File: src/rtl/otter_trap_ctrl_pkg.sv
// Shared encodings for the Otter trap sequencer: FSM states, PC-select codes,
// CSR operation codes and mcause selectors used by otter_csr.
package otter_trap_ctrl_pkg;

    typedef enum logic [1:0] {
        TRAP_ST_INIT = 2'd0,
        TRAP_ST_RUN  = 2'd1,
        TRAP_ST_TRAP = 2'd2,
        TRAP_ST_WFI  = 2'd3
    } trap_st_t;

    localparam logic [1:0] PC_SEL_NEXT  = 2'd0;
    localparam logic [1:0] PC_SEL_MTVEC = 2'd1;
    localparam logic [1:0] PC_SEL_MEPC  = 2'd2;
    localparam logic [1:0] PC_SEL_HOLD  = 2'd3;

    // CSR_OP_WFI doubles as the no-operation code for otter_csr.
    localparam logic [2:0] CSR_OP_RESET  = 3'd0;
    localparam logic [2:0] CSR_OP_WRITE  = 3'd1;
    localparam logic [2:0] CSR_OP_TRAP   = 3'd2;
    localparam logic [2:0] CSR_OP_ECALL  = 3'd3;
    localparam logic [2:0] CSR_OP_EBREAK = 3'd4;
    localparam logic [2:0] CSR_OP_MRET   = 3'd5;
    localparam logic [2:0] CSR_OP_INTRPT = 3'd6;
    localparam logic [2:0] CSR_OP_WFI    = 3'd7;

    localparam logic [2:0] MCAUSE_SEL_NONE                = 3'd0;
    localparam logic [2:0] MCAUSE_SEL_INSTR_ADDR_MISALIGN = 3'd1;
    localparam logic [2:0] MCAUSE_SEL_ILLEGAL_INSTR       = 3'd2;
    localparam logic [2:0] MCAUSE_SEL_BREAKPOINT          = 3'd3;
    localparam logic [2:0] MCAUSE_SEL_ECALL               = 3'd4;
    localparam logic [2:0] MCAUSE_SEL_LOAD_ADDR_MISALIGN  = 3'd5;
    localparam logic [2:0] MCAUSE_SEL_STORE_ADDR_MISALIGN = 3'd6;
    localparam logic [2:0] MCAUSE_SEL_INTRPT              = 3'd7;

endpackage

File: src/rtl/otter_trap_prio.sv
// Fixed-priority selection of the commit-stage event: trap flag, wfi flag,
// the CSR op to issue and the mcause selector for traps.
module otter_trap_prio
    import otter_trap_ctrl_pkg::*;
(
    input  logic       intrpt_vld,
    input  logic       instr_misalign,
    input  logic       illegal_instr,
    input  logic       ebreak,
    input  logic       ecall,
    input  logic       load_misalign,
    input  logic       store_misalign,
    input  logic       mret,
    input  logic       wfi,
    input  logic       csr_instr,
    output logic       trap_vld,
    output logic       wfi_vld,
    output logic [2:0] op,
    output logic [2:0] mcause
);

    always_comb begin
        trap_vld = 1'b1;
        wfi_vld  = 1'b0;
        op       = CSR_OP_TRAP;
        mcause   = MCAUSE_SEL_NONE;
        if (intrpt_vld) begin
            op     = CSR_OP_INTRPT;
            mcause = MCAUSE_SEL_INTRPT;
        end else if (instr_misalign) begin
            mcause = MCAUSE_SEL_INSTR_ADDR_MISALIGN;
        end else if (illegal_instr) begin
            mcause = MCAUSE_SEL_ILLEGAL_INSTR;
        end else if (ebreak) begin
            op     = CSR_OP_EBREAK;
            mcause = MCAUSE_SEL_BREAKPOINT;
        end else if (ecall) begin
            op     = CSR_OP_ECALL;
            mcause = MCAUSE_SEL_ECALL;
        end else if (load_misalign) begin
            mcause = MCAUSE_SEL_LOAD_ADDR_MISALIGN;
        end else if (store_misalign) begin
            mcause = MCAUSE_SEL_STORE_ADDR_MISALIGN;
        end else begin
            // Non-trap instructions; an empty boundary also maps to the nop.
            trap_vld = 1'b0;
            if (mret) begin
                op = CSR_OP_MRET;
            end else if (wfi) begin
                op      = CSR_OP_WFI;
                wfi_vld = 1'b1;
            end else if (csr_instr) begin
                op = CSR_OP_WRITE;
            end else begin
                op = CSR_OP_WFI;
            end
        end
    end

endmodule

File: src/rtl/otter_trap_ctrl.sv
// Trap/interrupt sequencer between commit logic and otter_csr.
// Optional WFI sleep state is enabled by defining OTTER_TRAP_WFI_EN.
module otter_trap_ctrl
    import otter_trap_ctrl_pkg::*;
#(
    parameter int RESET_CYCLES = 1
) (
    input  logic        clk,
    input  logic        rst,
    input  logic        instr_vld,
    input  logic [31:0] pc,
    input  logic [31:0] bad_addr,
    input  logic        instr_misalign,
    input  logic        illegal_instr,
    input  logic        load_misalign,
    input  logic        store_misalign,
    input  logic        ecall,
    input  logic        ebreak,
    input  logic        mret,
    input  logic        wfi,
    input  logic        csr_instr,
    input  logic        intrpt_vld,
    input  logic        wake,
    output logic [2:0]  csr_op_sel,
    output logic [2:0]  csr_mcause_sel,
    output logic        csr_w_en,
    output logic [31:0] csr_pc_addr,
    output logic [31:0] csr_mtval,
    output logic [1:0]  pc_sel,
    output logic        stall,
    output logic        flush
);

    trap_st_t    state, next_state;
    logic [3:0]  reset_cnt;
    logic [2:0]  trap_op;
    logic [2:0]  trap_cause;
    logic [31:0] mepc_val;
    logic [31:0] mtval_val;
    logic        trap_vld, wfi_vld;
    logic [2:0]  prio_op, prio_cause;

    otter_trap_prio u_prio (
        .intrpt_vld     (intrpt_vld),
        .instr_misalign (instr_misalign),
        .illegal_instr  (illegal_instr),
        .ebreak         (ebreak),
        .ecall          (ecall),
        .load_misalign  (load_misalign),
        .store_misalign (store_misalign),
        .mret           (mret),
        .wfi            (wfi),
        .csr_instr      (csr_instr),
        .trap_vld       (trap_vld),
        .wfi_vld        (wfi_vld),
        .op             (prio_op),
        .mcause         (prio_cause)
    );

    wire take_trap = (state == TRAP_ST_RUN) && instr_vld && trap_vld;

`ifdef OTTER_TRAP_WFI_EN
    logic [31:0] wfi_pc;
    wire enter_wfi   = (state == TRAP_ST_RUN) && instr_vld && wfi_vld;
    wire wake_intrpt = (state == TRAP_ST_WFI) && wake && intrpt_vld;

    always_ff @(posedge clk) begin
        if (enter_wfi) wfi_pc <= pc;
    end
`else
    logic unused_wake;
    assign unused_wake = wake ^ wfi_vld;
`endif

    always_ff @(posedge clk) begin
        if (rst) state <= TRAP_ST_INIT;
        else     state <= next_state;
    end

    always_comb begin
        next_state = state;
        case (state)
            TRAP_ST_INIT: if (reset_cnt <= 4'd1) next_state = TRAP_ST_RUN;
            TRAP_ST_RUN: begin
                if (take_trap) next_state = TRAP_ST_TRAP;
`ifdef OTTER_TRAP_WFI_EN
                else if (enter_wfi) next_state = TRAP_ST_WFI;
`endif
            end
            TRAP_ST_TRAP: next_state = TRAP_ST_RUN;
`ifdef OTTER_TRAP_WFI_EN
            TRAP_ST_WFI: if (wake) next_state = intrpt_vld ? TRAP_ST_TRAP : TRAP_ST_RUN;
`endif
            default: next_state = TRAP_ST_INIT;
        endcase
    end

    // rst overrides the state decode so a pending trap op is never issued.
    always_comb begin
        csr_op_sel = CSR_OP_WFI;
        csr_w_en   = 1'b0;
        pc_sel     = PC_SEL_NEXT;
        stall      = 1'b0;
        flush      = 1'b0;
        if (rst || state == TRAP_ST_INIT) begin
            csr_op_sel = CSR_OP_RESET;
            pc_sel     = PC_SEL_HOLD;
            stall      = 1'b1;
        end else if (state == TRAP_ST_TRAP) begin
            csr_op_sel = trap_op;
            pc_sel     = PC_SEL_MTVEC;
            stall      = 1'b1;
        end else if (state == TRAP_ST_WFI) begin
            pc_sel = PC_SEL_HOLD;
            stall  = 1'b1;
        end else if (instr_vld) begin
            if (trap_vld) begin
                flush = 1'b1;
            end else begin
                csr_op_sel = prio_op;
                csr_w_en   = (prio_op == CSR_OP_WRITE);
                if (prio_op == CSR_OP_MRET) begin
                    pc_sel = PC_SEL_MEPC;
                    flush  = 1'b1;
                end
            end
        end
    end

    always_ff @(posedge clk) begin
        if (rst) begin
            reset_cnt  <= 4'(RESET_CYCLES);
            trap_op    <= CSR_OP_RESET;
            trap_cause <= MCAUSE_SEL_NONE;
            mepc_val   <= 32'd0;
            mtval_val  <= 32'd0;
        end else begin
            if (state == TRAP_ST_INIT && reset_cnt > 4'd1) reset_cnt <= reset_cnt - 4'd1;
            if (take_trap) begin
                trap_op    <= prio_op;
                trap_cause <= prio_cause;
                mepc_val   <= pc;
                if (!intrpt_vld) mtval_val <= bad_addr;
            end
`ifdef OTTER_TRAP_WFI_EN
            if (wake_intrpt) begin
                trap_op    <= CSR_OP_INTRPT;
                trap_cause <= MCAUSE_SEL_INTRPT;
                mepc_val   <= wfi_pc + 32'd4;
            end
`endif
        end
    end

    assign csr_mcause_sel = trap_cause;
    assign csr_pc_addr    = mepc_val;
    assign csr_mtval      = mtval_val;

endmodule

File: config.mk
export PLATFORM = sky130hd
export DESIGN_NAME = otter_trap_ctrl
export DESIGN_NICKNAME = d
export VERILOG_FILES = /design/src/rtl/otter_trap_ctrl_pkg.sv /design/src/rtl/otter_trap_prio.sv /design/src/rtl/otter_trap_ctrl.sv
export SDC_FILE = /design/constraint.sdc
export NUM_CORES = 1
export LEC_CHECK = 0
export CAP_MARGIN = 20
export CELL_PAD_IN_SITES_DETAIL_PLACEMENT = 1
export CELL_PAD_IN_SITES_GLOBAL_PLACEMENT = 1
export CORE_UTILIZATION = 25
export DETAILED_ROUTE_END_ITERATION = 6
export GPL_ROUTABILITY_DRIVEN = 0
export PLACE_DENSITY_LB_ADDON = 0.1
export RECOVER_POWER = 50
export SYNTH_ARGS = -nofsm -noshare
export SYNTH_HDL_FRONTEND = slang
export SYNTH_SLANG_ARGS = --single-unit
File: constraint.sdc
create_clock -name clk -period 1.8 [get_ports clk]
set_input_delay 0.18 -clock clk [delete_from_list [all_inputs] [get_ports clk]]
set_output_delay 0.18 -clock clk [all_outputs]
set_load 0.02 [all_outputs]
==> results.toml <==
[status]
status = "complete, but fails checks"
violations = "design-rule violations"

[yosys]
syn_nets = 415
async_flop_share_pct = 0
synthFlopType = "dfxtp_1"
syn_area_um2 = 2980
synth_edf_count = 0
synthCells = 335
synth_top_area_share_pct = 51.0
avgSynthCellArea_um2 = 8.90
synth_cell_type_count = 38
ys_seq_area_share_pct = 51.0
ys_warn_count = 0
synth_area_leader_cell = "dfxtp_1"
ys_ff_latch = 76
ys_top_cells_by_area = "dfxtp_1 51%, mux2i_1 11%, nand2_1 8.3%"

[clocking]
clkLatencyLatePin_ns = 0.34
clk_path_buf_depth = 2
cts_made_buffers = 9
htree_levels = 3
clock-sinks = 76
cts_tree = "yes"
clockRootBuffer = "clkbuf_16"
clk_pin_slew_ns = 0.06

[die]
num_rows = 39
design.die.area_um2 = 12400
die_h_um = 111
io_pins = 153
coreArea_um2 = 11500
initial_core_util_pct = 25.9
dieWidth_um = 111

[layout]
final_cells = 662
fin_nets = 594
final_common_cell = "dfxtp_1"
area_growth_pct = 77.2
drive_gt1_share_pct = 14.6
final_cell_mix = "76 x dfxtp_1, 67 x dlygate4sd3_1, 66 x nand2_1"
diodes = 0
nFillCells = 1335

[placement]
hpwl_mm = 6.86
placed_cells = 645
port-buffer-count = 151

[sta]
finalSetupViolations = 0
worst_slew_pin_slew_ns = 0.345
grt_setup_unrepaired = "yes"
hold_viol_final = 0
drv_slew = 0
finClkSkew_ns = 0.00553
fmax_mhz = 567
period_minus_slack_ns = 1.76
relSlewSlack_pct = 77.0
finalCritPeriodShare_pct = 98.0
hold_slack_ns = 0.322

[global_routing]
grt_remaining_overflow = 0
grt.total_usage_pct = 15.6
grt_pass1_vias = 3120
grt_pass1_wl_mm = 15.4
grt_start_max_net_pins = 54
antenna_found_initial = 0

[critical_path]
required_ns = 1.62
start_kind = "flop"
critPathMaxFanout = 7
worstSetupPathType = "flop to output port"
critPathCaptureType = "output port"
arrival_ns = 1.58

[power_and_ir_drop]
clkPwrFrac_pct = 37.7
ir_drop_uv = 508
p_sw_share_pct = 28.3
p_comb_share_pct = 25.7
p_int_mw = 3.73
p_leak_nw = 2.20
p_sw_mw = 1.47
power-per-cell-area_nw_per_um2 = 984
seq_power_share_pct = 36.7
power.total_mw = 5.20

[detailed_routing]
wl_mm = 9.20
firstDrtPassIters = 6
routed_via_density = 4.50
vias = 2978
drc = 22
routedWlPerCell_um = 13.9
ant_nets = 0
drt_iter0_drc = 124

[job]
cap_viol_max_count = 0

[min_path]
hold_path_class = "input pin to flop"
==> what timing repair did <==
| item | 4_1_cts | 5_1_grt |
|---|---|---|
| resized for setup | 45 | 10 |
| hold buffers | 0 | 0 |
| setup buffers | 0 | 1 |
| pin swaps | 6 | 9 |
| endpoints found under the setup margin | 40 | 11 |
| hold endpoints to repair | 0 | 0 |
| gates cloned | 0 | 0 |
==> power groups by stage <==
stage	Combinational, mW	Clock [mW]	Sequential, mW
after detailed placement	1.39	0	1.95
after global placement	1.37	0	1.94
final	1.34	1.96	1.91
after CTS	1.38	2.02	1.91
after floorplan	0.544	0	2.07
after global routing	1.46	2.09	1.92
==> state kept, by name, indices dropped and copies added, names as in the netlist <==
signal,count
csr_mtval,32
csr_pc_addr,32
reset_cnt,4
csr_mcause_sel,3
trap_op,3
state,2
==> logic make-up after synthesis <==
group | count (synthesis) | synth area share, %
AND/OR/NAND/NOR | 138 | 20.0
flip-flops | 76 | 51.0
AO/OA/AOI/OAI | 57 | 12.2
multiplexers | 32 | 10.7
buffers and inverters | 26 | 3.95
XOR/XNOR | 4 | 1.18
adder cells (fa/ha/maj) | 2 | 0.839
==> routing by layer <==
metal  share of wire (%)  track usage [%]  vias up
li1                    -                -     1484
met1                  44             18.8     1385
met2                  47             25.5       97
met3                 7.9             4.98       12
met4                 1.7             6.67        0
met5                   0                0        -
==> critical path: stages, from the launching register on <==
cell	delay [ns]
dfxtp_1	0.33
buf_4	0.17
nand3b_1	0.19
nor3_1	0.22
clkdlybuf4s15_1	0.34
==> final timing paths <==
path	from	to	slack (ns)	cells past startpoint
worst min-delay path	rst	trap_op[0]$_SDFFE_PP0P_	0.32	3
worst max-delay path	state[1]$_SDFFE_PP0P_	flush	0.04	4
worst min register to register	csr_mtval[3]$_SDFFE_PP0P_	csr_mtval[3]$_SDFFE_PP0P_	0.45	2
worst max register to register	state[1]$_SDFFE_PP0P_	csr_mcause_sel[0]$_SDFFE_PP0P_	0.12	8
==> through the flow <==
step                      area, um2  utilization, %  setup slack (ns)  TNS [ns]
final                          5280            45.9            0.0368         0
after global routing           5280            45.9           -0.0300   -0.0533
after CTS                      5270            45.8           0.00812         0
after detailed placement       4920            42.7            -0.783    -20.60
after global placement         4920            42.7            -0.779    -20.17
after floorplan                2980               -            0.0177         0
==> cell usage after synthesis, drive strengths merged, types with 2 or more instances <==
cell type	count
clkbuf	12
mux2i	32
ha	2
nor3	7
xnor2	3
a2111oi	2
inv	4
nand2b	4
o22ai	2
nand2	66
nor4	2
a211oi	2
dfxtp	76
nor2	50
a21oi	40
or3	4
a311oi	2
buf	10
==> layout make-up <==
type                            count  area [um2]  area share, %
Timing Repair Buffer              190        1830           34.7
Sequential cell                    76        1520           28.8
Multi-Input combinational cell    233        1410           26.7
Clock buffer                        9         225           4.26
Tap cell                          143         179           3.39
Clock inverter                      7        97.6           1.85
Inverter                            4        15.0          0.284
Power figures use the tool's default switching activity.
